`src/rtl/frost32_mem_access_unit.sv`:
```
// Frost32 load/store unit: queues CPU requests, issues one memory access at a time,
// and returns lane-extracted, size-extended read data or an alignment error.
module frost32_mem_access_unit #(
    parameter int DATA_WIDTH  = 32,
    parameter int ADDR_WIDTH  = 32,
    parameter int QUEUE_DEPTH = 4
) (
    input  logic                    clk,
    input  logic                    rst_n,
    input  logic                    cpu_req_valid,
    output logic                    cpu_req_ready,
    input  logic                    cpu_req_type,
    input  logic [1:0]              cpu_req_size,
    input  logic                    cpu_req_signed,
    input  logic [ADDR_WIDTH-1:0]   cpu_req_addr,
    input  logic [31:0]             cpu_req_wdata,
    output logic                    cpu_rsp_valid,
    output logic [31:0]             cpu_rsp_rdata,
    output logic                    cpu_rsp_error,
    output logic                    mem_req,
    output logic [ADDR_WIDTH-1:0]   mem_addr,
    output logic                    mem_we,
    output logic [DATA_WIDTH/8-1:0] mem_byte_en,
    output logic [DATA_WIDTH-1:0]   mem_wdata,
    input  logic                    mem_ack,
    input  logic [DATA_WIDTH-1:0]   mem_rdata
);

    localparam int BYTES  = DATA_WIDTH / 8;
    localparam int LANE_W = $clog2(BYTES);
    localparam int PTR_W  = $clog2(QUEUE_DEPTH);
    localparam int SLOTS  = DATA_WIDTH / 32;
    localparam logic [PTR_W:0] COUNT_FULL = (PTR_W + 1)'(QUEUE_DEPTH);

    typedef enum logic [1:0] {
        SIZE_32  = 2'd0,
        SIZE_16  = 2'd1,
        SIZE_8   = 2'd2,
        SIZE_BAD = 2'd3
    } size_e;

    typedef enum logic [1:0] {
        ST_IDLE,
        ST_BUSY,
        ST_RESP
    } state_e;

    typedef struct packed {
        logic                  is_write;
        size_e                 size;
        logic                  is_signed;
        logic [ADDR_WIDTH-1:0] addr;
        logic [31:0]           wdata;
    } req_t;

    req_t              fifo_mem [QUEUE_DEPTH];
    logic [PTR_W-1:0]  wr_ptr;
    logic [PTR_W-1:0]  rd_ptr;
    logic [PTR_W:0]    count;
    state_e            state;

    logic              push;
    logic              pop;
    req_t              head;
    logic              head_err;
    logic [LANE_W-1:0] head_lane;
    logic [BYTES-1:0]  head_be;

    logic [LANE_W-1:0] lane_q;
    size_e             size_q;
    logic              signed_q;
    logic              write_q;
    logic [DATA_WIDTH-1:0] shifted;
    logic [31:0]       rd_ext;

    assign cpu_req_ready = (count != COUNT_FULL);
    assign push          = cpu_req_valid && cpu_req_ready;
    assign pop           = (state == ST_IDLE) && (count != '0);
    assign head          = fifo_mem[rd_ptr];
    assign head_lane     = head.addr[LANE_W-1:0];

    // Decode the head entry: alignment error and byte-lane enables starting at its lane.
    always_comb begin
        head_err = 1'b0;
        head_be  = '0;
        case (head.size)
            SIZE_32: begin
                head_err = (head.addr[1:0] != 2'b00);
                head_be  = BYTES'(4'b1111) << head_lane;
            end
            SIZE_16: begin
                head_err = head.addr[0];
                head_be  = BYTES'(4'b0011) << head_lane;
            end
            SIZE_8: begin
                head_be  = BYTES'(4'b0001) << head_lane;
            end
            default: head_err = 1'b1;
        endcase
    end

    always_comb begin
        shifted = mem_rdata >> {lane_q, 3'b000};
        rd_ext  = '0;
        case (size_q)
            SIZE_32: rd_ext = shifted[31:0];
            SIZE_16: rd_ext = {{16{signed_q & shifted[15]}}, shifted[15:0]};
            SIZE_8:  rd_ext = {{24{signed_q & shifted[7]}}, shifted[7:0]};
            default: rd_ext = '0;
        endcase
        if (write_q) begin
            rd_ext = '0;
        end
    end

    // NOTE: queue storage carries no reset; entries are only read after being written,
    // so clearing them would add reset fan-out for no functional benefit.
    always_ff @(posedge clk) begin
        if (push) begin
            fifo_mem[wr_ptr] <= req_t'{
                is_write:  cpu_req_type,
                size:      size_e'(cpu_req_size),
                is_signed: cpu_req_signed,
                addr:      cpu_req_addr,
                wdata:     cpu_req_wdata
            };
        end
    end

    // NOTE: sequential state uses non-blocking assignments so every register samples
    // pre-edge values regardless of block ordering.
    always_ff @(posedge clk or negedge rst_n) begin
        if (!rst_n) begin
            wr_ptr <= '0;
            rd_ptr <= '0;
            count  <= '0;
        end else begin
            if (push) wr_ptr <= wr_ptr + 1'b1;
            if (pop)  rd_ptr <= rd_ptr + 1'b1;
            case ({push, pop})
                2'b10:   count <= count + 1'b1;
                2'b01:   count <= count - 1'b1;
                default: ;
            endcase
        end
    end

    always_ff @(posedge clk or negedge rst_n) begin
        if (!rst_n) begin
            state         <= ST_IDLE;
            mem_req       <= 1'b0;
            mem_addr      <= '0;
            mem_we        <= 1'b0;
            mem_byte_en   <= '0;
            mem_wdata     <= '0;
            lane_q        <= '0;
            size_q        <= SIZE_32;
            signed_q      <= 1'b0;
            write_q       <= 1'b0;
            cpu_rsp_valid <= 1'b0;
            cpu_rsp_error <= 1'b0;
            cpu_rsp_rdata <= '0;
        end else begin
            case (state)
                ST_IDLE: begin
                    if (pop) begin
                        if (head_err) begin
                            cpu_rsp_valid <= 1'b1;
                            cpu_rsp_error <= 1'b1;
                            cpu_rsp_rdata <= '0;
                            state         <= ST_RESP;
                        end else begin
                            mem_req     <= 1'b1;
                            mem_addr    <= {head.addr[ADDR_WIDTH-1:LANE_W], {LANE_W{1'b0}}};
                            mem_we      <= head.is_write;
                            mem_byte_en <= head_be;
                            mem_wdata   <= {SLOTS{head.wdata}};
                            lane_q      <= head_lane;
                            size_q      <= head.size;
                            signed_q    <= head.is_signed;
                            write_q     <= head.is_write;
                            state       <= ST_BUSY;
                        end
                    end
                end
                ST_BUSY: begin
                    if (mem_ack) begin
                        mem_req       <= 1'b0;
                        mem_we        <= 1'b0;
                        mem_byte_en   <= '0;
                        cpu_rsp_valid <= 1'b1;
                        cpu_rsp_error <= 1'b0;
                        cpu_rsp_rdata <= rd_ext;
                        state         <= ST_RESP;
                    end
                end
                ST_RESP: begin
                    cpu_rsp_valid <= 1'b0;
                    cpu_rsp_error <= 1'b0;
                    cpu_rsp_rdata <= '0;
                    state         <= ST_IDLE;
                end
                default: state <= ST_IDLE;
            endcase
        end
    end

endmodule

```
`config.mk`:
```
export PLATFORM = sky130hd
export DESIGN_NAME = frost32_mem_access_unit
export DESIGN_NICKNAME = d
export VERILOG_FILES = /design/src/rtl/frost32_mem_access_unit.sv
export SDC_FILE = /design/constraint.sdc
export NUM_CORES = 1
export LEC_CHECK = 0
export CELL_PAD_IN_SITES_DETAIL_PLACEMENT = 1
export CELL_PAD_IN_SITES_GLOBAL_PLACEMENT = 2
export CORE_MARGIN = 2
export CORE_UTILIZATION = 30
export DETAILED_ROUTE_END_ITERATION = 10
export HOLD_SLACK_MARGIN = 0.06
export PLACE_DENSITY = 0.59
export SYNTH_ARGS = -nofsm -noshare
export SYNTH_HDL_FRONTEND = slang
export SYNTH_SLANG_ARGS = --single-unit
```
`constraint.sdc`:
```
create_clock -name clk -period 4.6 [get_ports clk]
set_input_delay 0.46 -clock clk [delete_from_list [all_inputs] [get_ports clk]]
set_output_delay 0.46 -clock clk [all_outputs]
set_load 0.01 [all_outputs]
```
## Yosys cells after proc, flatten, opt, wreduce, memory -nomap -nowiden

Memories as Yosys holds them, arrays and structs flattened.
Index checks and enable logic that the tools add are counted.

| word-level totals | value |
|---|---|
| flip-flop bits (word level) | 117 |
| bits in latches | 0 |
| memory bits (writable) | 272 |
| memory bits (read-only) | 0 |
| input bits | 104 |
| output and inout bits | 105 |
| word-level logic and storage cells | 86 |
| memories | 1 |

| cells by class | value |
|---|---|
| add/subtract/negate cells | 4 |
| multipliers | 0 |
| divide/modulo/power cells | 0 |
| $lt $le $gt $ge | 0 |
| equal/unequal tests | 13 |
| shift-type cells | 4 |
| mux-type cells | 31 |
| bitwise operators | 3 |
| reductions and logical operators | 14 |

Memories:

| name | words | bits a word | rd ports | clocked after Yosys merged registers in | wr ports | line | source |
|---|---|---|---|---|---|---|---|
| fifo_mem | 4 | 68 | 1 | 0 | 1 | 56 | `req_t fifo_mem [QUEUE_DEPTH];` |

Operator list:

| cell | count |
|---|---|
| 32-bit case mux with 3 select lines | 2 |
| 32-bit 2-to-1 mux | 4 |
| 32-bit by 5-bit right shift with 32-bit output | 1 |
| 4-bit 2-to-1 mux | 3 |
| 4-bit case mux with 3 select lines | 1 |
| 1-bit 2-to-1 mux | 10 |
| 1-bit case mux with 3 select lines | 3 |
| 2-bit by 1-bit == test with 1-bit output (second input constant) | 4 |
| 2-bit == test (second input constant) | 4 |
| 2-bit != test (second input constant) | 4 |
| 4-bit case mux with 2 select lines | 1 |
| 4-bit AND reduction | 2 |
| 2-bit logical NOT | 3 |
| 2-bit 2-to-1 mux | 3 |
| 3-bit case mux with 2 select lines | 1 |
| 2-bit nonzero test | 3 |
| 3-bit nonzero test | 2 |
| 2-bit by 1-bit adder with 2-bit output (second input constant) | 2 |
| 1-bit case mux with 2 select lines | 2 |
| 2-bit case mux with 2 select lines | 1 |
| 1-bit by 2-bit << shifter with 4-bit output (first input constant) | 1 |
| 2-bit by 2-bit << shifter with 4-bit output (first input constant) | 1 |
| 4-bit by 2-bit << shifter with 4-bit output (first input constant) | 1 |
| 3-bit by 1-bit adder with 3-bit output (second input constant) | 1 |
| other kinds (7) | 9 |

## Longest topological paths before layout

Gate-level depths: netlist (run 1).

| depth | value |
|---|---|
| depth after elaboration | 6 |
| gate-level depth with buffers | 11 |
| depth with buffers taken out | 10 |

## Worst setup path before layout (run 1)

OpenSTA, ideal clock, no wires.

| path | value |
|---|---|
| path kind | flip-flop to flip-flop |
| start | register rd_ptr[0] |
| end | register cpu_rsp_rdata[5] |
| library setup time | 127 ps |
| arrival time | 2852 ps |
| path slack | 1621 ps |
| stages on the path, launching flop included | 12 |
| path buffers | 4 |
| path through | dfrtp_1 -> buf_4 -> buf_2 -> mux4_2 -> inv_1 -> ha_1 -> nor4b_1 -> a2111o_1 -> or2_1 -> buf_4 -> buf_6 -> mux2_1 |

RTL lines:

| item | line | source |
|---|---|---|
| start, declared | 58 | `logic [PTR_W-1:0] rd_ptr;` |
| start signal, assigned | 139 | `if (pop) rd_ptr <= rd_ptr + 1'b1;` |
| end signal, assigned | 193 | `cpu_rsp_rdata <= rd_ext;` |
| end, declared | 18 | `output logic [31:0] cpu_rsp_rdata,` |

==> flow_summary.ini, run 1 <==
[run]
drv_cap = 0

[floorplanning]
io_pins = 209
die_h_microns = 231
core_sq_mm = 0.0511
die_area_sq_mm = 0.0532
fp.dieW_microns = 231
start_util_pct = 30.2
rows = 83

[grt]
grt_max_degree = 89
grt_usage_pct = 14.5
grt_pass1_wl_microns = 57600
grt_overflow = 0
grt_pass1_vias = 8952
antenna_found_initial = 7

[placed_design]
port_buffers = 206
place.gp.congestion = 0.744
dp_slack_ns = 1.23
dp_hpwl_microns = 23400

[pwr]
power.density_mw_per_mm2 = 703
switching_share_pct = 31.4
switchingPower_w = 0.00436
ir_drop_uv = 541
p_int_w = 0.00952
pwr-share-seq_pct = 37.8
clockPowerShare_pct = 25.1
leakage_nw = 7.03
combPwrFrac_pct = 37.1
totalPowerFinal_w = 0.0139

[drt]
route.met2.wl_microns = 17800
m1WireLength_microns = 16900
drt_iter0_markers = 510
wl_per_cell_microns = 21.8
drt_wl_total_microns = 37800
routed.top_layer = met5
routed_via_density = 4.66
final_antenna_net_count = 0
first_pass_iters = 4
drc = 0
met3RoutedLength_microns = 2420
num_vias = 8075

[synth]
synth_seq_cells = 389
synth_ff_type = edfxtp_1
synth_top_area_cell = edfxtp_1
synth_top_area_share_pct = 53.0
synth.area.top_cells = edfxtp_1, dfrtp_1, mux4_2, mux2_2, mux2_4
yosysMostFrequentCell = edfxtp_1
synthArstFlopShare_pct = 30.1
synth_commonest_cells = edfxtp_1, dfrtp_1, mux4_2
yosysSeqAreaShare_pct = 71.9
ys_types = 48
ys_warn_count = 0
synth_edf_count = 272
synthCells = 790
syn_area_per_cell_sq_um = 19.5
syn_area_sq_mm = 0.0154

[setup_path]
path_cells = mux4_2, ha_1, nor4b_1, a2111o_1, or2_1, mux2_2
arrival_ns = 3.78
timing.rr.start = rd_ptr[0]
cp-start-kind = flip-flop
worstSetupStartpoint = rd_ptr[0]
critical_path_class = flip-flop to flip-flop
critical-path-max-stage-delay_ns = 0.73
end_kind = flip-flop
crit_fanout = 21
critPathSlowestCell = or2_1
cp.required_ns = 5.04

[finish]
syn_to_final_growth_pct = 27.9
multi_input_area_sq_mm = 0.00407
layout-drive-gt1-share_pct = 23.3
nets = 1134
seq_area_sq_mm = 0.0111
fillers = 5068

[sta]
slew_viol_final = 0
setup_tns_ns = 0
period_share_pct = 72.5
worst_pin_slew_ns = 1.10
rsz0062_at_grt = false
fin_skew_ns = 0.0179
hold_viol = 0
fin_ws_ns = 1.27
fin_crit_ns = 3.33
timing.hold.ws_ns = 0.491
clock.fmax_mhz = 300
slew_headroom_pct = 26.0
setup_viol = 0

[worst_hold_path]
worstHoldStart = cpu_rsp_rdata[25]
hold_path.class = flip-flop to flip-flop

[clock_network]
cts_made_buffers = 43
clk_pin_slew_ns = 0.06
cts_max_level = 2
clock_latency_ns = 0.57
post_cts_resized = 0
cts_tree = yes
cts_sinks = 389
clockBufferDepth = 3
cts_root_buffer = clkbuf_16

[run_status]
status = finished, final reports clean
## per-stage QoR
stage | instances | area (sq um) | utilization, %
finish | 1733 | 19700 | 38.6
global route | 1731 | 19700 | 38.6
CTS | 1730 | 19700 | 38.6
detailed placement | 1650 | 18300 | 35.8
global placement | 1650 | 18300 | 35.8
floorplan | 791 | 15400 | -
## sequential cells by signal (all words and copies together) (netlist names), 3 cells and up
name and flops:
count 3, fifo_mem 272, mem_byte_en 4, cpu_rsp_rdata 32
mem_wdata 32, mem_addr 30
## per-layer routing
layer	track usage [%]	vias up
met3	4.03	60
met5	0	-
met2	23.3	203
met4	3.59	12
li1	-	3612
met1	19.4	4188
## cell families (layout without fill, tap and decap cells)
| logic type | after synthesis | count (layout) | synth area share, % |
|---|---|---|---|
| DFF | 389 | 389 | 71.9 |
| muxes | 166 | 166 | 17.8 |
| AOI/OAI and AO/OA | 105 | 105 | 4.99 |
| buffers and inverters | 60 | 319 | 1.89 |
| and+or+nand+nor | 49 | 49 | 1.83 |
| adders and majority gates | 14 | 14 | 1.18 |
| xor gates and xnor gates | 6 | 6 | 0.341 |
| other | 1 | 5 | 0.0243 |
## cell usage in the layout, fill, tap and decap left out, drive strengths merged, types with 13 or more instances in the layout
master         count
dfrtp            117
mux2              89
ha                13
buf               19
edfxtp           272
mux4              69
clkbuf            64
inv               18
o21ai             18
clkdlybuf4s50    205
a211oi            23
## power by group through the flow
| stage | logic [W] | registers [W] | clock network, W |
|---|---|---|---|
| floorplan | 0.00335 | 0.00531 | 0 |
| global placement | 0.00525 | 0.00531 | 0 |
| detailed placement | 0.00529 | 0.00532 | 0 |
| CTS | 0.00532 | 0.00527 | 0.00360 |
| global route | 0.00561 | 0.00536 | 0.00373 |
| finish | 0.00514 | 0.00525 | 0.00349 |
## path summary, 6_finish.rpt
kind,to,depth (start not counted),slack [ns]
max,cpu_rsp_rdata[3],6,1.27
min,cpu_rsp_rdata[25],1,0.49
max reg2reg,cpu_rsp_rdata[3],6,1.27
min reg2reg,cpu_rsp_rdata[25],1,0.49
max in group asynchronous,mem_addr[6],3,2.86
min in group asynchronous,mem_addr[10],2,0.56
## worst max-delay path, delay by kind of cell, from the launching register on
kind            cells  cell delay (ns)
simple gates        2             1.10
mux                 2             0.97
fa+ha+maj           1             0.28
flops               1             0.47
compound gates      1             0.37
## repair_timing
action                                 4_1_cts  5_1_grt
hold buffers                                 1        0
endpoints found under the hold margin       21        0
buffers inserted                             0        0
## area by class of cell
class,instances,share of cell area [%]
Sequential cell,389,56.3
Multi-Input combinational cell,342,20.6
Timing Repair Buffer,225,11.3
Clock buffer,64,6.21
Tap cell,680,4.31
Clock inverter,15,1.02
Inverter,15,0.285
Antenna cell,3,0.0380
No activity file was read; power rests on OpenSTA's default activity.
==> run 2, diff against run 1 <==
==> constraint.sdc (replaced) <==
create_clock -name clk -period 3.43 [get_ports clk]
set_input_delay 0.343 -clock clk [delete_from_list [all_inputs] [get_ports clk]]
set_output_delay 0.343 -clock clk [all_outputs]
set_load 0.01 [all_outputs]
==> flow_summary.ini, run 2 (synthesized netlist as in run 1, its figures left out) <==
[drt]
drc = 0
first_pass_iters = 4
drt_iter0_markers = 456
wl_per_cell_microns = 21.9
drt_wl_total_microns = 38100
routed_via_density = 4.67
final_antenna_net_count = 0
num_vias = 8133

[clock_network]
clock_latency_ns = 0.55
cts_sinks = 389
holdBufCountCts = 1
post_cts_resized = 0
clk_pin_slew_ns = 0.06
cts_made_buffers = 44
cts_root_buffer = clkbuf_16
post_cts_buffers = 0
cts_max_level = 2
clockBufferDepth = 3
cts_tree = yes

[grt]
grt_pass1_vias = 9072
grt_max_degree = 68
grt_pass1_wl_microns = 57900
antenna_found_initial = 5
grt_overflow = 0
grt_usage_pct = 14.5

[setup_path]
r2r_slack_ns = 0.30
cp-start-kind = flip-flop
cp.required_ns = 3.92
arrival_ns = 3.62
crit_fanout = 12
end_kind = flip-flop
critical_path_class = flip-flop to flip-flop

[sta]
setup_tns_ns = 0
setup_viol = 0
slew_viol_final = 0
worst_pin_slew_ns = 1.02
period_share_pct = 91.3
clock.fmax_mhz = 319
hold_viol = 0
timing.hold.ws_ns = 0.404
fin_crit_ns = 3.13
slew_headroom_pct = 31.3
fin_skew_ns = 0.0135
rsz0062_at_grt = false

[worst_hold_path]
hold_path.class = primary input to asynchronous set/reset pin

[floorplanning]
io_pins = 209
start_util_pct = 30.2
core_sq_mm = 0.0511
rows = 83
die_area_sq_mm = 0.0532
fp.dieW_microns = 231
die_h_microns = 231

[placed_design]
place.gp.congestion = 0.738
dp_hpwl_microns = 24100
port_buffers = 206

[finish]
nets = 1145
syn_to_final_growth_pct = 29.1
layout_common_cells = edfxtp_1, clkdlybuf4s50_1, dfrtp_1, mux4_2, mux2_2
n_antenna_cell = 0
multi_input_area_sq_mm = 0.00407
fillers = 5034
largest_reg_flops = 272
final_common_cell = edfxtp_1
reg_top3 = fifo_mem: 272 flops, cpu_rsp_rdata: 32 flops, mem_wdata: 32 flops
layout-drive-gt1-share_pct = 24.6
top_register = fifo_mem
seq_area_sq_mm = 0.0111

[run]
drv_cap = 0

[pwr]
ir_drop_uv = 489
power.density_mw_per_mm2 = 947
leakage_nw = 7.13

[run_status]
status = finished, final reports clean
run 2: report_power, final:
part	switching, W	internal [W]	total [W]
clock	0.00188	0.00289	0.00477
combinational	0.00339	0.00369	0.00708
sequential	0.000615	0.00640	0.00702
total	0.00588	0.0130	0.0189
run 2: per-stage QoR:
step | total power [W] | setup slack, ns | utilization [%] | area, sq um | instances
finish | 0.0189 | 0.298 | 39.0 | 19900 | 1743
global route | 0.0200 | 0.146 | 39.0 | 19900 | 1743
CTS | 0.0193 | 0.223 | 39.0 | 19900 | 1743
detailed placement | 0.0144 | 0.242 | 36.1 | 18400 | 1660
global placement | 0.0143 | 0.339 | 36.1 | 18400 | 1660
floorplan | 0.0116 | 0.451 | - | 15400 | 791
run 2: worst paths after layout:
check / from / to / depth (start not counted)
max reg2reg: rd_ptr[0] / cpu_rsp_rdata[20] / 8
max in group asynchronous: rst_n / cpu_rsp_rdata[6] / 3
max: rd_ptr[0] / cpu_rsp_rdata[20] / 8
min reg2reg: cpu_rsp_rdata[26] / cpu_rsp_rdata[26] / 1
min in group clk: cpu_req_addr[13] / fifo_mem[1][45] / 1
min: rst_n / mem_addr[9] / 2
run 2: worst max-delay path, stage by stage (launching register included):
cell and delay, ns:
dfrtp_4 0.45, mux4_2 0.56, inv_1 0.11, ha_1 0.24
nor4b_1 0.09, a2111o_1 0.36, buf_4 0.18, nor3_1 0.82
a22o_1 0.26
run 2: routing by layer:
metal | vias to the layer above | global-route usage, % | wire (microns)
li1 | 3635 | - | -
met1 | 4241 | 19.2 | 17100
met2 | 199 | 24.0 | 18200
met3 | 48 | 3.85 | 2240
met4 | 10 | 2.98 | 561
met5 | - | 0 | 64
run 2: area by class of cell:
| class | instances | area share (%) |
|---|---|---|
| clock buffer | 63 | 6.40 |
| clock inverter | 19 | 1.01 |
| inverter | 15 | 0.283 |
| multi-input combinational | 342 | 20.4 |
| sequential | 389 | 55.8 |
| tap | 680 | 4.27 |
| timing repair buffer | 235 | 11.8 |
